**config.mk**
```make
export PLATFORM = sky130hd
export DESIGN_NAME = gate_signature_compactor
export DESIGN_NICKNAME = d
export VERILOG_FILES = /design/src/rtl/gate_signature_compactor.sv
export SDC_FILE = /design/constraint.sdc
export NUM_CORES = 1
export LEC_CHECK = 0
export CORE_ASPECT_RATIO = 0.75
export CORE_MARGIN = 5
export CORE_UTILIZATION = 54
export DETAILED_ROUTE_END_ITERATION = 6
export GPL_ROUTABILITY_DRIVEN = 0
export PLACE_DENSITY = 0.85
export SYNTH_ARGS = -nofsm -noshare
export SYNTH_HDL_FRONTEND = slang
export SYNTH_SLANG_ARGS = --single-unit
```
**constraint.sdc**
```tcl
create_clock -name clk -period 5.2 [get_ports clk]
set_input_delay 1.04 -clock clk [delete_from_list [all_inputs] [get_ports clk]]
set_output_delay 1.04 -clock clk [all_outputs]
set_load 0.02 [all_outputs]
```
**src/rtl/gate_signature_compactor.sv**
```systemverilog
// gate_signature_compactor
// Folds a stream of gate-model response vectors into a MISR and, after a
// programmed number of vectors, compares the final signature against a
// golden value to grade a netlist without storing every output vector.
//
// Optional build macro: GSC_ABORT_EN
//   When defined, an `abort` input is added. Asserting it while a run is
//   active returns to IDLE with signature and count held for inspection.

module gate_signature_compactor #(
    parameter int unsigned       RESP_W = 10,
    parameter int unsigned       SIG_W  = 16,
    parameter int unsigned       CNT_W  = 16,
    parameter logic [SIG_W-1:0]  POLY   = 16'h1021,
    parameter logic [SIG_W-1:0]  SEED   = 16'h0000
) (
    input  logic              clk,
    input  logic              rst,
`ifdef GSC_ABORT_EN
    input  logic              abort,
`endif
    input  logic              start,
    input  logic [CNT_W-1:0]  num_vectors,
    input  logic [SIG_W-1:0]  golden,
    input  logic              resp_valid,
    input  logic [RESP_W-1:0] resp_data,
    output logic              resp_ready,
    output logic              busy,
    output logic              done,
    output logic              pass,
    output logic [SIG_W-1:0]  signature,
    output logic [CNT_W-1:0]  count
);

    typedef enum logic [1:0] {
        ST_IDLE = 2'd0,
        ST_RUN  = 2'd1,
        ST_DONE = 2'd2
    } state_e;

    // One MISR step: shift left, apply feedback taps when the MSB falls
    // out, then inject the zero-extended response vector.
    function automatic logic [SIG_W-1:0] misr_step(
        input logic [SIG_W-1:0]  sig,
        input logic [RESP_W-1:0] data
    );
        logic [SIG_W-1:0] ext;
        logic [SIG_W-1:0] fb;
        ext              = '0;
        ext[RESP_W-1:0]  = data;
        fb               = sig[SIG_W-1] ? POLY : '0;
        return {sig[SIG_W-2:0], 1'b0} ^ fb ^ ext;
    endfunction

    state_e           state_q,  state_d;
    logic [SIG_W-1:0] sig_q,    sig_d;
    logic [CNT_W-1:0] cnt_q,    cnt_d;
    logic [CNT_W-1:0] nv_q,     nv_d;
    logic [SIG_W-1:0] gold_q,   gold_d;
    logic             busy_q,   busy_d;
    logic             done_q,   done_d;
    logic             pass_q,   pass_d;
    logic             ready_q,  ready_d;

    logic             hs_s;
    logic             abort_s;
    logic [SIG_W-1:0] sig_next_s;
    logic [CNT_W-1:0] cnt_inc_s;

    // Handshake, abort qualification and the candidate next MISR/count values.
    always_comb begin
        hs_s       = ready_q & resp_valid;
`ifdef GSC_ABORT_EN
        abort_s    = abort & (state_q == ST_RUN);
`else
        abort_s    = 1'b0;
`endif
        sig_next_s = misr_step(sig_q, resp_data);
        cnt_inc_s  = cnt_q + {{(CNT_W-1){1'b0}}, 1'b1};
    end

    // Next-state and registered-output decode for the run controller.
    always_comb begin
        state_d = state_q;
        sig_d   = sig_q;
        cnt_d   = cnt_q;
        nv_d    = nv_q;
        gold_d  = gold_q;
        busy_d  = busy_q;
        done_d  = done_q;
        pass_d  = pass_q;
        ready_d = ready_q;
        case (state_q)
            ST_IDLE, ST_DONE: begin
                if (start) begin
                    nv_d   = num_vectors;
                    gold_d = golden;
                    sig_d  = SEED;
                    cnt_d  = '0;
                    if (num_vectors != '0) begin
                        state_d = ST_RUN;
                        busy_d  = 1'b1;
                        done_d  = 1'b0;
                        pass_d  = 1'b0;
                        ready_d = 1'b1;
                    end else begin
                        // Empty run: the signature is the seed itself.
                        state_d = ST_DONE;
                        busy_d  = 1'b0;
                        done_d  = 1'b1;
                        pass_d  = (SEED == golden);
                        ready_d = 1'b0;
                    end
                end else begin
                    state_d = state_q;
                end
            end
            ST_RUN: begin
                if (abort_s) begin
                    // Signature and count are deliberately left untouched.
                    state_d = ST_IDLE;
                    busy_d  = 1'b0;
                    done_d  = 1'b0;
                    pass_d  = 1'b0;
                    ready_d = 1'b0;
                end else if (hs_s) begin
                    sig_d = sig_next_s;
                    cnt_d = cnt_inc_s;
                    if (cnt_inc_s == nv_q) begin
                        state_d = ST_DONE;
                        busy_d  = 1'b0;
                        done_d  = 1'b1;
                        pass_d  = (sig_next_s == gold_q);
                        ready_d = 1'b0;
                    end else begin
                        state_d = ST_RUN;
                    end
                end else begin
                    state_d = ST_RUN;
                end
            end
            default: begin
                state_d = ST_IDLE;
                sig_d   = SEED;
                cnt_d   = '0;
                busy_d  = 1'b0;
                done_d  = 1'b0;
                pass_d  = 1'b0;
                ready_d = 1'b0;
            end
        endcase
    end

    // State and output registers with synchronous reset.
    always_ff @(posedge clk) begin
        if (rst) begin
            state_q <= ST_IDLE;
            sig_q   <= SEED;
            cnt_q   <= '0;
            nv_q    <= '0;
            gold_q  <= '0;
            busy_q  <= 1'b0;
            done_q  <= 1'b0;
            pass_q  <= 1'b0;
            ready_q <= 1'b0;
        end else begin
            state_q <= state_d;
            sig_q   <= sig_d;
            cnt_q   <= cnt_d;
            nv_q    <= nv_d;
            gold_q  <= gold_d;
            busy_q  <= busy_d;
            done_q  <= done_d;
            pass_q  <= pass_d;
            ready_q <= ready_d;
        end
    end

    assign resp_ready = ready_q;
    assign busy       = busy_q;
    assign done       = done_q;
    assign pass       = pass_q;
    assign signature  = sig_q;
    assign count      = cnt_q;

endmodule

```
==> flow_summary.toml, run 1 <==
[floorplan]
chipHeight_um = 80.4
start_util_pct = 56.1
core_region_area_um2 = 6350
die-width_um = 104
num_rows = 25
io-pin-count = 82
die_area_um2 = 8340

[timing]
holdWs_ns = 0.470
skew_ns = 0.0113
layout_setup_ws_ns = 2.37
hold_violations = 0
fin_crit_ns = 2.83
worst_pin_slew_ns = 0.904
grt_setup_unrepaired = "no"
slew_viol_final = 0
finalSetupViolCount = 0
timing.final.crit_share_pct = 54.4
max_freq_mhz = 354
maxSlewHeadroom_pct = 39.5
tns_ns = 0

[critical_path]
crit_required_ns = 5.45
worstSetupEndpointType = "flip-flop"
cp.arrival_ns = 3.08
r2r-start = "count[2]"
crit_start = "resp_valid"
worstSetupPathType = "input pin to flip-flop"
cp_max_fo = 18
cp-start-kind = "input pin"

[detailed_routing]
route.detailed.drc = 0
vias = 3494
final_antenna_net_count = 0
wirelength_mm = 9.73
post_drt_wl_per_cell_um = 16.4
viasPerCell = 5.87
drtPass1Iterations = 5
drt_iter0_markers = 271

[clock_tree]
htree_levels = 3
clk_latency_ns = 0.35
numCtsBuffers = 9
cts.sinks = 69
cts-root-buf = "clkbuf_8"
cts_resized = 0
cts.clk_slew.worst_paths_ns = 0.08
clock_path_buffers = 2
tritoncts = "done"
post_cts_buffers = 0
ctsHoldBuffers = 0

[cells_and_area]
drive_gt1_share_pct = 5.45
diodes = 0
fillers = 532
nets = 556
multi_input_area_um2 = 2010
syn_to_final_growth_pct = 26.7
final_cell_mix = "clkdlybuf4s50_1, nand2_1, dfxtp_1"
final_common_cell = "clkdlybuf4s50_1"
layoutNonFillerInstCount = 595
regArea_um2 = 1380

[placed_design]
place_ws_ns = 2.11
place_hpwl_mm = 7.10
io_buffers = 81
dp_cells = 579

[power_and_ir_drop]
combPwrFrac_pct = 14.4
p_leak_nw = 1.58
finalPower_mw = 1.10
pwr_density_cell_nw_per_um2 = 244
switching_share_pct = 28.2
power.switching_mw = 0.310
peakVddDrop_v = 0.000179
p_int_mw = 0.789
p_clk_share_pct = 34.6
p_seq_share_pct = 51.0

[logic_synthesis]
synth.area.mux_share_pct = 0.281
synthArstFlopShare_pct = 0
synth_xor_area_share_pct = 11.5
synth_top_family_by_area = "simple AND/OR/NAND/NOR gates"
synth_edf_count = 0
synth.avg_cell_area_um2 = 7.97
synth_fa_ha_area_share_pct = 0.351
syn_inst = 447
syn-cell-area_um2 = 3560
syn_nets = 494
synth-compound-area-share_pct = 20.3
synth_cell_types = 49
ys_ff_latch = 69
ys_warn_count = 0
synthSimpleGateAreaFrac_pct = 23.9
synth_top_flop_cell = "dfxtp_1"
ys_seq_area_share_pct = 38.8

[run]
drv_cap = 0

[global_routing]
grt_pass1_vias = 3380
grt_pass1_wl_mm = 16.4
antenna_found_initial = 0
grtUsageTotal_pct = 24.2
grt_max_degree = 43
overflow = 0

[hold_path]
min_from = "gold_q[1]"
holdCritPathClass = "flip-flop to flip-flop"

[run_status]
status = "completed"
[stage by stage]
stage	utilization (%)	cell area (um^2)
4_1_cts	71.1	4510
6_report	71.1	4510
2_1_floorplan	-	3560
3_5_place_dp	68.4	4350
3_3_place_gp	68.4	4350
5_1_grt	71.1	4510
[cells in the mapped netlist, types with 3 or more instances]
master	instances	area share, %
o21ai_0	13	1.8
nor3_1	7	0.98
inv_1	4	0.42
o211ai_1	3	0.63
xor2_1	23	5.7
nor4_1	11	1.9
nand4_1	10	1.8
nand2b_1	4	0.70
clkbuf_1	24	2.5
dfxtp_1	69	39
a22oi_1	19	4.0
a41oi_1	3	0.74
and4_1	4	0.98
or4_1	3	0.63
a21oi_1	48	6.7
nor2_1	38	4.0
a311oi_1	4	0.98
buf_4	7	1.5
a211oi_1	5	1.1
nand2_1	79	8.3
a31oi_1	9	1.6
xnor2_1	22	5.4
nor2b_1	3	0.53
buf_2	3	0.42
nand3_1	4	0.56
[cells by family after synthesis]
logic type / after synthesis
xor gates and xnor gates: 46
and+or+nand+nor: 178
AOI/OAI and AO/OA: 114
DFF: 69
adders and majority gates: 1
buffers and inverters: 38
muxes: 1
[worst paths after layout]
path | to | slack, ns | depth (start not counted)
setup / recovery | count[8] | 2.37 | 6
hold / removal | gold_q[1] | 0.47 | 2
setup reg to reg | resp_ready | 2.51 | 7
hold reg to reg | gold_q[1] | 0.47 | 2
[state kept, by name, summed over array words and instances, names as in the netlist]
register / flops
gold_q: 16
count: 16
resp_ready: 1
pass: 1
nv_q: 16
state_q: 2
signature: 16
done: 1
[final cells by class]
cell class	instances	area share (%)
inverter	4	0.333
multi-input combinational	340	44.6
timing repair buffer	85	18.5
clock inverter	6	0.887
tap	81	2.25
clock buffer	10	2.83
sequential	69	30.6
[routing by layer]
| layer | track usage [%] | share of wire, % | wire [um] | vias to the layer above |
|---|---|---|---|---|
| li1 | - | - | - | 1707 |
| met3 | 5.94 | 7.7 | 747 | 14 |
| met1 | 33.2 | 45 | 4400 | 1614 |
| met4 | 8.80 | 1.8 | 176 | 0 |
| met2 | 36.8 | 45 | 4410 | 159 |
| met5 | 0 | 0 | 0 | - |
[power groups by stage]
stage / combinational (mW) / sequential, mW / clock [mW]
after detailed placement: 0.156 / 0.573 / 0
after CTS: 0.157 / 0.561 / 0.385
final: 0.158 / 0.561 / 0.380
after floorplan: 0.0899 / 0.570 / 0
after global routing: 0.174 / 0.563 / 0.410
after global placement: 0.153 / 0.572 / 0
[critical path, cell delays in order]
cell	delay [ns]
clkdlybuf4s50_1	0.51
nand2_1	0.13
nor2_1	0.58
buf_4	0.36
a41oi_1	0.16
a311oi_1	0.29
(Power assumes the default switching activity.)
==> run 2: changes to the inputs <==
Settings changed: CORE_UTILIZATION 54 to 50, PLACE_DENSITY 0.85 to 0.8.
Clock period 5.2 ns to 2.8 ns, I/O delays scaled along.
==> flow_summary.toml, run 2 (synthesis results as in run 1) <==
[critical_path]
r2r-end = "resp_ready"
cpMostUsedCell = "a211oi_1"
r2r-start = "count[2]"
path_depth = 7
worstSetupEndpointType = "flip-flop"
crit_required_ns = 3.00
slowest_delay_ns = 0.52
cp_max_fo = 12
crit_chain = "and4_1 > nand2_1 > or3_1 > a211oi_1 > a31oi_1 > a21oi_2 > a211oi_1"
worstSetupPathType = "flip-flop to flip-flop"
reg2regPathDepth = 7
cp.arrival_ns = 2.74
cp-start-kind = "flip-flop"
crit_start = "count[2]"
worstSetupEndpoint = "resp_ready"
slowest_stage = "dfxtp_1"
r2r_slack_ns = 0.26
crit_family = "simple AND/OR/NAND/NOR gates"
path_buf_inv = 0

[placed_design]
place_ws_ns = 0.282
place_area_um2 = 4430
io_buffers = 81
place_hpwl_mm = 7.24
dp_cells = 604

[floorplan]
start_util_pct = 51.9
num_rows = 26
die-width_um = 107
die_area_um2 = 8930
io-pin-count = 82
chipHeight_um = 83.1
core_region_area_um2 = 6860

[global_routing]
grt_pass1_vias = 3367
grt_pass1_wl_mm = 16.2
grtUsageTotal_pct = 22.1
overflow = 0
grt_max_degree = 71
antenna_found_initial = 0

[detailed_routing]
drt_iter0_markers = 217
viasPerCell = 5.68
vias = 3524
post_drt_wl_per_cell_um = 15.9
drtPass1Iterations = 5
wirelength_mm = 9.85
route.detailed.drc = 0
final_antenna_net_count = 0

[timing]
slew_viol_final = 0
layout_setup_ws_ns = 0.263
grt_setup_unrepaired = "no"
timing.final.crit_share_pct = 90.6
worst_pin_slew_ns = 0.741
skew_ns = 0.00365
maxSlewHeadroom_pct = 50.6
fin_crit_ns = 2.54
finalSetupViolCount = 0
hold_violations = 0
holdWs_ns = 0.468
tns_ns = 0
max_freq_mhz = 394

[clock_tree]
htree_levels = 3
clk_latency_ns = 0.35
cts.sinks = 69
clock_path_buffers = 2
tritoncts = "done"
cts.clk_slew.worst_paths_ns = 0.07
ctsHoldBuffers = 0
numCtsBuffers = 9
cts_resized = 0
cts-root-buf = "clkbuf_8"
post_cts_buffers = 0

[cells_and_area]
layoutNonFillerInstCount = 620
final_area_um2 = 4620
drive_gt1_share_pct = 6.70
final_cell_mix = "clkdlybuf4s50_1, nand2_1, dfxtp_1"
final_common_cell = "clkdlybuf4s50_1"
nets = 564
syn_to_final_growth_pct = 29.6
finalCoreUtilization_pct = 67.3
diodes = 0

[run_status]
status = "completed"

[power_and_ir_drop]
pwr_density_cell_nw_per_um2 = 466
finalPower_mw = 2.15
p_leak_nw = 1.63
peakVddDrop_v = 0.000317

[run]
drv_cap = 0

[hold_path]
holdCritPathClass = "flip-flop to flip-flop"
[run 2: cell count changes in the layout (fill, tap and decap cells not counted)]
cell	previous run	this run
buf_4	4	12
clkinv_2	3	2
clkbuf_8	9	10
clkbuf_1	1	2
bufinv_16	0	1
clkinv_4	2	0
[run 2: final cells by class]
| type | instances | area (um^2) |
|---|---|---|
| inverter | 4 | 15.0 |
| fill | 577 | 2240 |
| multi-input combinational | 340 | 2010 |
| tap | 98 | 123 |
| timing repair buffer | 93 | 896 |
| sequential | 69 | 1380 |
| clock inverter | 4 | 47.5 |
| clock buffer | 12 | 145 |
[run 2: worst reg2reg max path: stages, from the launching register on]
cell	delay [ns]
dfxtp_1	0.52
and4_1	0.47
nand2_1	0.18
or3_1	0.37
a211oi_1	0.38
a31oi_1	0.22
a21oi_2	0.17
a211oi_1	0.08
[run 2: worst min path at each step]
stage | from | to | cells after the start
2_1_floorplan | gold_q[0] | gold_q[0] | 2
3_3_place_gp | gold_q[0] | gold_q[0] | 2
3_5_place_dp | gold_q[0] | gold_q[0] | 2
4_1_cts | gold_q[0] | gold_q[0] | 2
5_1_grt | gold_q[8] | gold_q[8] | 2
6_report | gold_q[0] | gold_q[0] | 2
[run 2: report_power, final]
| group | internal, mW | switching [mW] | leakage (nW) |
|---|---|---|---|
| registers | 1.01 | 0.0278 | 0.561 |
| logic | 0.140 | 0.164 | 0.976 |
| clock network | 0.433 | 0.372 | 0.0964 |
[run 2: per-layer routing]
| layer | up-vias | track usage (%) | wire, um |
|---|---|---|---|
| li1 | 1722 | - | - |
| met1 | 1646 | 31.0 | 4600 |
| met2 | 143 | 33.2 | 4310 |
| met3 | 13 | 6.74 | 826 |
| met4 | 0 | 4.82 | 110 |
| met5 | - | 0 | 0 |
==> run 3: changes to the inputs <==
Settings changed: CORE_ASPECT_RATIO 0.75 to unset, CORE_UTILIZATION 50 to 54, PLACE_DENSITY 0.8 to 0.85, RECOVER_POWER set to 100.
Clock period 2.8 ns to 3.2 ns, I/O delays scaled along.
==> flow_summary.toml, run 3 (synthesis results as in run 1) <==
[floorplan]
num_rows = 29
io-pin-count = 82
chipHeight_um = 91.2
core_region_area_um2 = 6390
die_area_um2 = 8320
start_util_pct = 55.8
die-width_um = 91.2

[detailed_routing]
drtPass1Iterations = 5
wirelength_mm = 10.3
final_antenna_net_count = 0
post_drt_wl_per_cell_um = 17.3
viasPerCell = 6.05
route.detailed.drc = 0
vias = 3605
drt_iter0_markers = 329

[global_routing]
overflow = 0
grtUsageTotal_pct = 24.5
grt_pass1_wl_mm = 16.7
grt_max_degree = 71
grt_pass1_vias = 3324
antenna_found_initial = 0

[placed_design]
place_area_um2 = 4390
io_buffers = 81
place_ws_ns = 0.655
place_hpwl_mm = 7.43

[clock_tree]
htree_levels = 3
cts-root-buf = "clkbuf_8"
cts.clk_slew.worst_paths_ns = 0.07
cts_resized = 0
clock_path_buffers = 2
cts.sinks = 69
ctsHoldBuffers = 0
numCtsBuffers = 9
clk_latency_ns = 0.34
post_cts_buffers = 0
tritoncts = "done"

[critical_path]
cp-start-kind = "flip-flop"
slowest_stage = "dfxtp_1"
worstSetupPathType = "flip-flop to flip-flop"
crit_family = "simple AND/OR/NAND/NOR gates"
cp_max_fo = 12
crit_chain = "and4_1 > nand2_1 > or3_1 > a211oi_1 > a31oi_1 > o21ai_0 > o21ai_1"
path_buf_inv = 0
cp.arrival_ns = 2.83
worstSetupEndpointType = "flip-flop"
slowest_delay_ns = 0.53
crit_required_ns = 3.42

[timing]
worst_pin_slew_ns = 1.20
grt_setup_unrepaired = "no"
skew_ns = 0.0104
finalSetupViolCount = 0
maxSlewHeadroom_pct = 20.2
slew_viol_final = 0
max_freq_mhz = 382
layout_setup_ws_ns = 0.585
hold_violations = 0
timing.final.crit_share_pct = 81.7
fin_crit_ns = 2.61
tns_ns = 0

[power_and_ir_drop]
pwr_density_cell_nw_per_um2 = 411
p_leak_nw = 1.74
peakVddDrop_v = 0.000254

[cells_and_area]
final_common_cell = "nand2_1"
syn_to_final_growth_pct = 27.9
diodes = 0
fillers = 514
final_cell_mix = "nand2_1, dfxtp_1, a21oi_1"
drive_gt1_share_pct = 5.39
nets = 562
final_area_um2 = 4560

[run]
drv_cap = 0

[run_status]
status = "completed"

[hold_path]
holdCritPathClass = "flip-flop to flip-flop"
[run 3: cell count changes in the layout (fill, tap and decap cells not counted), sizes merged]
cell	previous run	this run
clkbuf	12	15
clkdlybuf4s50	80	43
dlygate4sd3	0	37
buf	13	7
clkinv	2	3
clkinvlp	1	0
[run 3: routing by layer]
metal	vias up	wire length, um	global-route usage, %
li1	1718	-	-
met1	1692	4240	31.5
met2	174	5050	41.0
met3	21	815	4.71
met4	0	210	8.44
met5	-	0	0
[run 3: power breakdown]
part	leakage (nW)	switching [mW]	internal (mW)	total [mW]
registers	0.561	0.0249	0.887	0.912
logic	1.08	0.145	0.116	0.261
clock network	0.0992	0.324	0.376	0.700
[run 3: worst reg2reg max path, stage by stage, from the launching register on]
cell and delay [ns]:
dfxtp_1 0.53, and4_1 0.50, nand2_1 0.20, or3_1 0.39
a211oi_1 0.38, a31oi_1 0.22, o21ai_0 0.19, o21ai_1 0.08
[run 3: stage by stage]
| stage | utilization, % | hold WS, ns | cells | total power [mW] |
|---|---|---|---|---|
| global route | 71.4 | 0.485 | 596 | 1.95 |
| global placement | 68.7 | 0.454 | 581 | 1.18 |
| detailed placement | 68.7 | 0.461 | 581 | 1.19 |
| CTS | 71.6 | 0.471 | 596 | 1.88 |
| floorplan | - | 0.448 | 447 | 1.07 |
| finish | 71.4 | 0.470 | 596 | 1.87 |
[run 3: final cells by class]
| class | count | area, um^2 | share of cell area, % |
|---|---|---|---|
| Clock buffer | 11 | 141 | 3.10 |
| Clock inverter | 4 | 48.8 | 1.07 |
| Inverter | 4 | 15.0 | 0.329 |
| Multi-Input combinational cell | 340 | 2010 | 44.1 |
| Sequential cell | 69 | 1380 | 30.3 |
| Tap cell | 77 | 96.3 | 2.11 |
| Timing Repair Buffer | 91 | 866 | 19.0 |
[run 3: final timing paths]
| check | start | end | slack (ns) | cells after the start |
|---|---|---|---|---|
| hold / removal | gold_q[3] | gold_q[3] | 0.47 | 2 |
| hold reg to reg | gold_q[3] | gold_q[3] | 0.47 | 2 |
| setup reg to reg | count[2] | pass | 0.59 | 7 |
| setup / recovery | count[2] | pass | 0.59 | 7 |
